[src/rtl/bp_fe_bht_update_queue_if.sv]
// Bundle of the update-queue signals shared by the backend, the queue and
// the BHT write port.
//   flush_i, bht_init_done_i : control into the queue
//   upd_*                    : resolved-branch update (valid/ready)
//   w_*                      : head entry to the BHT (valid/yumi)
//   count_o, starve_o        : occupancy and starvation status
// slave  : the queue's view
// master : the environment's view (backend + BHT)
interface bp_fe_bht_update_queue_if #(
  parameter int bht_idx_width_p    = 9,
  parameter int bht_offset_width_p = 1,
  parameter int ghist_width_p      = 2,
  parameter int bht_row_width_p    = 4,
  parameter int els_p              = 4
);
  logic                          flush_i;
  logic                          bht_init_done_i;

  logic                          upd_v_i;
  logic                          upd_ready_o;
  logic [bht_idx_width_p-1:0]    upd_idx_i;
  logic [bht_offset_width_p-1:0] upd_offset_i;
  logic [ghist_width_p-1:0]      upd_ghist_i;
  logic [bht_row_width_p-1:0]    upd_val_i;
  logic                          upd_correct_i;

  logic                          w_v_o;
  logic [bht_idx_width_p-1:0]    w_idx_o;
  logic [bht_offset_width_p-1:0] w_offset_o;
  logic [ghist_width_p-1:0]      w_ghist_o;
  logic [bht_row_width_p-1:0]    w_val_o;
  logic                          w_correct_o;
  logic                          w_yumi_i;

  logic [$clog2(els_p+1)-1:0]    count_o;
  logic                          starve_o;

  modport slave (
    input  flush_i, bht_init_done_i,
    input  upd_v_i, upd_idx_i, upd_offset_i, upd_ghist_i, upd_val_i, upd_correct_i,
    output upd_ready_o,
    output w_v_o, w_idx_o, w_offset_o, w_ghist_o, w_val_o, w_correct_o,
    input  w_yumi_i,
    output count_o, starve_o
  );

  modport master (
    output flush_i, bht_init_done_i,
    output upd_v_i, upd_idx_i, upd_offset_i, upd_ghist_i, upd_val_i, upd_correct_i,
    input  upd_ready_o,
    input  w_v_o, w_idx_o, w_offset_o, w_ghist_o, w_val_o, w_correct_o,
    output w_yumi_i,
    input  count_o, starve_o
  );
endinterface

[src/rtl/bp_fe_bht_update_queue.sv]
// BHT update queue: buffers resolved-branch BHT updates and drains them in
// strict FIFO order into the BHT write port, holding them across cycles in
// which the BHT refuses a write (init sweep, read/write collisions).
//   clk_i      : clock
//   reset_n_i  : synchronous active-low reset
//   bus        : slave side of bp_fe_bht_update_queue_if (update input,
//                head-entry output, flush, init-done, count, starve)
module bp_fe_bht_update_queue #(
  parameter int bht_idx_width_p    = 9,
  parameter int bht_offset_width_p = 1,
  parameter int ghist_width_p      = 2,
  parameter int bht_row_width_p    = 4,
  parameter int els_p              = 4,
  parameter int starve_thresh_p    = 8
) (
  input  logic                        clk_i,
  input  logic                        reset_n_i,
  bp_fe_bht_update_queue_if.slave     bus
);

  localparam int addr_w   = $clog2(els_p);
  localparam int ptr_w    = addr_w + 1;
  localparam int cnt_w    = $clog2(els_p + 1);
  localparam int starve_w = $clog2(starve_thresh_p + 1);
  localparam int entry_w  = ghist_width_p + bht_idx_width_p + bht_offset_width_p
                          + bht_row_width_p + 1;

  typedef enum logic {e_wait, e_run} state_e;

  state_e                state_reg, state_next;
  logic [ptr_w-1:0]      rptr_reg, rptr_next;
  logic [ptr_w-1:0]      wptr_reg, wptr_next;
  logic [starve_w-1:0]   starve_cnt_reg, starve_cnt_next;

  // Small LUT-style storage read asynchronously so the head entry is visible
  // the cycle after it is written (1-cycle enqueue-to-valid latency).
  logic [entry_w-1:0]    mem [els_p];
  logic [entry_w-1:0]    head;

  logic empty, full, enq, deq, w_v;

  assign empty = (rptr_reg == wptr_reg);
  // Full when the pointers alias the same slot but are a lap apart.
  assign full  = (rptr_reg[addr_w] != wptr_reg[addr_w])
              && (rptr_reg[addr_w-1:0] == wptr_reg[addr_w-1:0]);

  assign w_v = (state_reg == e_run) && !empty;

  assign bus.upd_ready_o = reset_n_i & ~full & ~bus.flush_i;
  assign enq = bus.upd_v_i & bus.upd_ready_o;
  // A yumi without a valid head is illegal and simply ignored here.
  assign deq = bus.w_yumi_i & w_v;

  // Control FSM: hold the head back from the BHT until its init sweep is done.
  always_comb begin
    state_next = state_reg;
    case (state_reg)
      e_wait:  if (bus.bht_init_done_i)  state_next = e_run;
      e_run:   if (!bus.bht_init_done_i) state_next = e_wait;
      default: state_next = e_wait;
    endcase
  end

  // Flush wins over both enqueue and dequeue.
  always_comb begin
    rptr_next = rptr_reg;
    wptr_next = wptr_reg;
    if (bus.flush_i) begin
      rptr_next = '0;
      wptr_next = '0;
    end else begin
      if (enq) wptr_next = wptr_reg + ptr_w'(1);
      if (deq) rptr_next = rptr_reg + ptr_w'(1);
    end
  end

  // Counts consecutive cycles the head sat refused; saturates at threshold.
  always_comb begin
    starve_cnt_next = starve_cnt_reg;
    if (bus.flush_i || bus.w_yumi_i || empty || (state_reg == e_wait)) begin
      starve_cnt_next = '0;
    end else if (w_v && (starve_cnt_reg != starve_w'(starve_thresh_p))) begin
      starve_cnt_next = starve_cnt_reg + starve_w'(1);
    end
  end

  always_ff @(posedge clk_i) begin
    if (!reset_n_i) begin
      state_reg      <= e_wait;
      rptr_reg       <= '0;
      wptr_reg       <= '0;
      starve_cnt_reg <= '0;
    end else begin
      state_reg      <= state_next;
      rptr_reg       <= rptr_next;
      wptr_reg       <= wptr_next;
      starve_cnt_reg <= starve_cnt_next;
    end
  end

  // Entry storage has no reset; enq is already gated off during reset.
  always_ff @(posedge clk_i) begin
    if (enq) begin
      mem[wptr_reg[addr_w-1:0]] <= {bus.upd_ghist_i, bus.upd_idx_i, bus.upd_offset_i,
                                    bus.upd_val_i, bus.upd_correct_i};
    end
  end

  assign head = mem[rptr_reg[addr_w-1:0]];

  assign {bus.w_ghist_o, bus.w_idx_o, bus.w_offset_o, bus.w_val_o, bus.w_correct_o} = head;
  assign bus.w_v_o    = w_v;
  assign bus.count_o  = cnt_w'(wptr_reg - rptr_reg);
  assign bus.starve_o = (starve_cnt_reg == starve_w'(starve_thresh_p));

  yumi_needs_valid_a: assert property (
    @(posedge clk_i) disable iff (!reset_n_i) bus.w_yumi_i |-> w_v
  );

endmodule

[src/flat_wrapper.sv]
// flat-port wrapper written by rule: the top's interface ports become plain ports
module bp_fe_bht_update_queue_flat 
#(
  parameter int bht_idx_width_p    = 9,
  parameter int bht_offset_width_p = 1,
  parameter int ghist_width_p      = 2,
  parameter int bht_row_width_p    = 4,
  parameter int els_p              = 4,
  parameter int starve_thresh_p    = 8
)
  (clk_i, reset_n_i, bus_flush_i, bus_bht_init_done_i, bus_upd_v_i, bus_upd_idx_i, bus_upd_offset_i, bus_upd_ghist_i, bus_upd_val_i, bus_upd_correct_i, bus_upd_ready_o, bus_w_v_o, bus_w_idx_o, bus_w_offset_o, bus_w_ghist_o, bus_w_val_o, bus_w_correct_o, bus_w_yumi_i, bus_count_o, bus_starve_o);
  bp_fe_bht_update_queue_if #(.bht_idx_width_p(bht_idx_width_p), .bht_offset_width_p(bht_offset_width_p), .ghist_width_p(ghist_width_p), .bht_row_width_p(bht_row_width_p), .els_p(els_p)) bus_i ();
  input  logic clk_i;
  input  logic reset_n_i;
  input wire logic [$bits(bus_i.flush_i)-1:0] bus_flush_i;
  input wire logic [$bits(bus_i.bht_init_done_i)-1:0] bus_bht_init_done_i;
  input wire logic [$bits(bus_i.upd_v_i)-1:0] bus_upd_v_i;
  input wire logic [$bits(bus_i.upd_idx_i)-1:0] bus_upd_idx_i;
  input wire logic [$bits(bus_i.upd_offset_i)-1:0] bus_upd_offset_i;
  input wire logic [$bits(bus_i.upd_ghist_i)-1:0] bus_upd_ghist_i;
  input wire logic [$bits(bus_i.upd_val_i)-1:0] bus_upd_val_i;
  input wire logic [$bits(bus_i.upd_correct_i)-1:0] bus_upd_correct_i;
  output wire logic [$bits(bus_i.upd_ready_o)-1:0] bus_upd_ready_o;
  output wire logic [$bits(bus_i.w_v_o)-1:0] bus_w_v_o;
  output wire logic [$bits(bus_i.w_idx_o)-1:0] bus_w_idx_o;
  output wire logic [$bits(bus_i.w_offset_o)-1:0] bus_w_offset_o;
  output wire logic [$bits(bus_i.w_ghist_o)-1:0] bus_w_ghist_o;
  output wire logic [$bits(bus_i.w_val_o)-1:0] bus_w_val_o;
  output wire logic [$bits(bus_i.w_correct_o)-1:0] bus_w_correct_o;
  input wire logic [$bits(bus_i.w_yumi_i)-1:0] bus_w_yumi_i;
  output wire logic [$bits(bus_i.count_o)-1:0] bus_count_o;
  output wire logic [$bits(bus_i.starve_o)-1:0] bus_starve_o;
  assign bus_i.flush_i = bus_flush_i;
  assign bus_i.bht_init_done_i = bus_bht_init_done_i;
  assign bus_i.upd_v_i = bus_upd_v_i;
  assign bus_i.upd_idx_i = bus_upd_idx_i;
  assign bus_i.upd_offset_i = bus_upd_offset_i;
  assign bus_i.upd_ghist_i = bus_upd_ghist_i;
  assign bus_i.upd_val_i = bus_upd_val_i;
  assign bus_i.upd_correct_i = bus_upd_correct_i;
  assign bus_upd_ready_o = bus_i.upd_ready_o;
  assign bus_w_v_o = bus_i.w_v_o;
  assign bus_w_idx_o = bus_i.w_idx_o;
  assign bus_w_offset_o = bus_i.w_offset_o;
  assign bus_w_ghist_o = bus_i.w_ghist_o;
  assign bus_w_val_o = bus_i.w_val_o;
  assign bus_w_correct_o = bus_i.w_correct_o;
  assign bus_i.w_yumi_i = bus_w_yumi_i;
  assign bus_count_o = bus_i.count_o;
  assign bus_starve_o = bus_i.starve_o;
  bp_fe_bht_update_queue #(.bht_idx_width_p(bht_idx_width_p), .bht_offset_width_p(bht_offset_width_p), .ghist_width_p(ghist_width_p), .bht_row_width_p(bht_row_width_p), .els_p(els_p), .starve_thresh_p(starve_thresh_p)) u_core (.clk_i(clk_i), .reset_n_i(reset_n_i), .bus(bus_i));
endmodule
[config.mk]
export PLATFORM = sky130hd
export DESIGN_NAME = bp_fe_bht_update_queue_flat
export DESIGN_NICKNAME = d
export VERILOG_FILES = /design/src/rtl/bp_fe_bht_update_queue_if.sv /design/src/rtl/bp_fe_bht_update_queue.sv /design/src/flat_wrapper.sv
export SDC_FILE = /design/constraint.sdc
export NUM_CORES = 1
export LEC_CHECK = 0
export ABC_AREA = 1
export BUFFER_PORTS_ARGS = -buffer_cell sky130_fd_sc_hd__buf_2
export CORE_MARGIN = 2
export CORE_UTILIZATION = 59
export CTS_BUF_LIST = sky130_fd_sc_hd__clkbuf_8
export CTS_CLUSTER_DIAMETER = 200
export DETAILED_ROUTE_END_ITERATION = 10
export PLACE_DENSITY = 0.82
export SYNTH_ARGS = -nofsm -noshare
export SYNTH_HDL_FRONTEND = slang
export SYNTH_SLANG_ARGS = --single-unit
[constraint.sdc]
create_clock -name clk_i -period 3 [get_ports clk_i]
set_input_delay 0.9 -clock clk_i [delete_from_list [all_inputs] [get_ports clk_i]]
set_output_delay 0.9 -clock clk_i [all_outputs]
set_load 0.005 [all_outputs]
==> Word level (Yosys, flattened, before mapping) <==
Memory sizes are Yosys's and may differ from the RTL's. A register that Yosys moved wholly into a read port is not among the register bits.
Cells that the tools add are included.
{ "totals": {"register_bits": 11, "ramBits": 68, "input_bits": 23, "out_inout_bits": 23, "wordCells": 36, "mem_count": 1} }
{ "memory_table": {"columns": ["memory", "depth", "width", "read_ports", "rd_clocked_by_memory_dff", "wr", "line_no", "rtl"], "rows": [
  ["u_core.mem", 4, 17, 1, 1, 1, "bp_fe_bht_update_queue.sv:37", "logic [entry_w-1:0] mem [els_p];"]
]} }
{ "classes": {"add_sub_neg": 4, "eq_ne": 5, "muxes": 5, "n_bitwise": 8, "reduce_logical": 9} }
{ "ops": {"columns": ["op", "n"], "rows": [
  ["$add 3x1->3 const B", 2],
  ["$add 4x1->4 const B", 1],
  ["$and 1x1->1", 4],
  ["$eq 4x4->1 const B", 1],
  ["$mux 2", 2],
  ["$ne 4x4->1 const B", 1],
  ["$not 1->1", 4],
  ["$reduce_or 2->1", 2],
  ["$eq 3x3->1", 1],
  ["$logic_and 1x1->1", 3],
  ["$logic_or 1x1->1", 3],
  ["$mux 1", 3],
  ["$sub 3x3->3", 1],
  ["$eq 2x2->1", 1],
  ["$logic_not 1->1", 1],
  ["$ne 1x1->1", 1]
]} }

==> Logic depth before layout (Yosys ltp) <==
{ "logic_depth": {"word_depth": 8, "ltp_mapped": 9, "depth_no_buf": 9} }

==> Least setup slack after synthesis <==
No wires, ideal clock.
{ "synth_path": {"kind": "input -> register", "from": "in reset_n_i", "to": "mem u_core.mem[0][0] (netlist bit) (enable)", "setup_time_ns": 0.391, "arrival_ns": 1.966, "required_time_ns": 2.609, "setup_slack_ns": 0.644, "path_stages": 4, "path_buffers": 0, "cell_sequence": "inv_2 -> nor2_4 -> nand3_4 -> nor2_1"} }
{ "synth_between": {"elab_chain_len": 5} }
{ "synth_rtl": {"columns": ["item", "line_no", "rtl"], "rows": [
  ["from (decl)", "flat_wrapper.sv:14", "input logic reset_n_i;"],
  ["$and 1x1->1 (2 in a row)", "bp_fe_bht_update_queue.sv:49", "assign bus.upd_ready_o = reset_n_i & ~full & ~bus.flush_i;"],
  ["$and 1x1->1", "bp_fe_bht_update_queue.sv:50", "assign enq = bus.upd_v_i & bus.upd_ready_o;"],
  ["$mux 1", "bp_fe_bht_update_queue.sv:103", "if (enq) begin"],
  ["$mux 1 (implied by the code)", "bp_fe_bht_update_queue.sv:104", "mem[wptr_reg[addr_w-1:0]] <= {bus.upd_ghist_i, bus.upd_idx_i, bus.upd_offset_i,"],
  ["to (decl)", "bp_fe_bht_update_queue.sv:37", null]
]} }
No other way between the ends.

==> flow_metrics.tcl <==
set metrics [dict create \
    grt_pass1_wl_mm 9.29 \
    cts_buffers 9 \
    grt_antenna_before_repair 0 \
    grt_pass1_vias 2071 \
    htree_levels 3 \
    drt-total-wl_mm 5.86 \
    placement.io_buffers 45 \
    p_leak_nw 1.48 \
    drt_iter0_markers 141 \
    path_max_fanout 34 \
    synthAdderAreaFrac_pct 3.94 \
    vias 2243 \
    relSlewSlack_pct 59.7 \
    drc 0 \
    final_nets 365 \
    ios 46 \
    holdWs_ps 506 \
    cts_tree "yes" \
    synth-simple-area-share_pct 13.1 \
    ys_warn_count 0 \
    worstMarginPinSlew_ps 604 \
    syn_to_final_growth_pct 14.8 \
    final_cell_area_um2 3860 \
    finalSetupTns_ps 0 \
    synth-xor-area-share_pct 0.520 \
    grt_start_max_net_pins 35 \
    n_antenna_cell 0 \
    irDropWorstVdd_mv 0.262 \
    drv_cap 0 \
    status "completed" \
    detail_route.first_pass.iterations 4 \
    synth-seq-cells 81 \
    fillers 393 \
    synthesis.nets 312 \
    via_per_inst 5.48 \
    holdPathStages 2 \
    clk_latency_ps 350 \
    ctsResizeCount 0 \
    clk_path_buf_depth 2 \
    wire_per_inst_um 14.3 \
    cts_root_buf "clkbuf_8" \
    rows 27 \
    maxSlewViolCount 0 \
    grt_util_all_layers_pct 20.0 \
    place_area_um2 3680 \
    clock-sinks 81 \
    r2r_cells 8 \
    muxShareOfSynthArea_pct 0 \
    drive_gt1_share_pct 26.1 \
    post-route-min-period_ps 2710 \
    synth_top_family_by_area "simple AND/OR/NAND/NOR gates" \
    die_area_um2 6330 \
    place_congestion 0.817 \
    grt_setup_unrepaired "false" \
    clock_skew_ps 12.1 \
    setup_viol 0 \
    worstSetupStartpointType "register" \
    synth_area_per_cell_um2 12.1 \
    largest_reg_flops 68 \
    post-route-period-util_pct 90.3 \
    ys_types 26 \
    synth_cells 279 \
    cts.clk_slew.worst_paths_ps 80 \
    die_w_um 79.5 \
    initial_utilization_pct 61.1 \
    drtAntennaViolNets 0 \
    hold_viol 0 \
    criticalPathCategory "reg2out" \
    power.density_nw_per_um2 516 \
    overflow 0 \
    fmax_mhz 369 \
    core_um2 5510 \
    dp_hpwl_mm 3.77 \
    die_h_um 79.5 \
    netlist_area_um2 3370 \
    cp.required_ps 2100 \
    synth_compound_area_share_pct 9.70 \
    hold_buffers 0 \
    hp-class "reg2reg" \
    critPathCaptureType "output pin" \
    postCtsSetupBuffers 0 \
    arrival_ps 1810 \
    yosysSeqAreaShare_pct 68.4 \
]
[final timing paths]
kind | startpoint | endpoint | slack [ps]
min | u_core.starve_cnt_reg[3]$_SDFFE_PP0P_ | u_core.starve_cnt_reg[3]$_SDFFE_PP0P_ | 510
max reg2reg | u_core.wptr_reg[0]$_SDFFE_PP0P_ | u_core.mem[1][10]$_DFFE_PP_ | 1090
max | register | bus_w_idx_o[4] | 290
min reg2reg | u_core.starve_cnt_reg[3]$_SDFFE_PP0P_ | u_core.starve_cnt_reg[3]$_SDFFE_PP0P_ | 510
[through the flow]
step / instances / worst slack [ps] / util, % / power, mW
6_report: 409 / 292 / 70.1 / 1.99
5_1_grt: 409 / 136 / 70.1 / 2.05
4_1_cts: 409 / 307 / 70.1 / 2.00
3_5_place_dp: 393 / 480 / 66.9 / 1.32
3_3_place_gp: 393 / 514 / 66.9 / 1.32
2_1_floorplan: 279 / 644 / - / 1.28
[synthesized netlist by cell type, drive strengths merged]
master  number  area, µm²
xor2         1       8.76
edfxtp      68       2040
inv         27        104
a21oi        6       45.0
o21ai       35        175
nor2        48        193
ha           9        113
xnor2        1       8.76
nand3        7       70.1
nand2       31        141
o22ai       17        106
dfxtp       13        260
buf          6       30.0
clkbuf       3       11.3
nand4        6       37.5
fa           1       20.0
[critical path: stages (launching register included)]
cell and delay, ps:
dfxtp_1 440, inv_2 490, o21ai_0 150, o22ai_1 230
buf_2 170
[kinds of logic after synthesis]
logic type / count (synthesis)
xor gates and xnor gates: 2
AOI/OAI and AO/OA: 58
and+or+nand+nor: 92
DFF: 81
buffers and inverters: 36
adders and majority gates: 10
[power breakdown]
| part | total, mW | internal, mW | switching (mW) |
|---|---|---|---|
| sequential | 1.23 | 1.23 | 0.00403 |
| clock | 0.697 | 0.305 | 0.392 |
| combinational | 0.0645 | 0.0259 | 0.0386 |
[final cells by class]
type	count	area, µm²	share of cell area [%]
Clock inverter	7	53.8	1.39
Clock buffer	9	124	3.21
Inverter	27	104	2.69
Multi-Input combinational cell	162	918	23.8
Sequential cell	81	2300	59.6
Tap cell	72	90.1	2.33
Timing Repair Buffer	51	270	7.00
[layout by cell type (no fill, tap or decap), types with 6 or more instances in the layout]
| cell | synthesis | routed |
|---|---|---|
| buf_4 | 0 | 6 |
| clkbuf_8 | 0 | 9 |
| nand2_1 | 25 | 25 |
| ha_1 | 9 | 9 |
| nand4_1 | 6 | 6 |
| edfxtp_1 | 68 | 68 |
| dfxtp_1 | 13 | 13 |
| buf_2 | 6 | 45 |
| inv_1 | 23 | 23 |
| nor2_1 | 45 | 45 |
| o21ai_0 | 24 | 24 |
| o21ai_1 | 11 | 11 |
| o22ai_1 | 17 | 17 |
[metal layers]
metal,part of all wire [%],track usage [%],vias up,routed length (µm)
met3,6.4,5.54,16,377
met5,0,0,-,0
met4,2.7,10.2,0,156
li1,-,-,1085,-
met2,51,34.2,75,2980
met1,40,22.9,1067,2350
No activity file was read; power rests on OpenSTA's default activity.
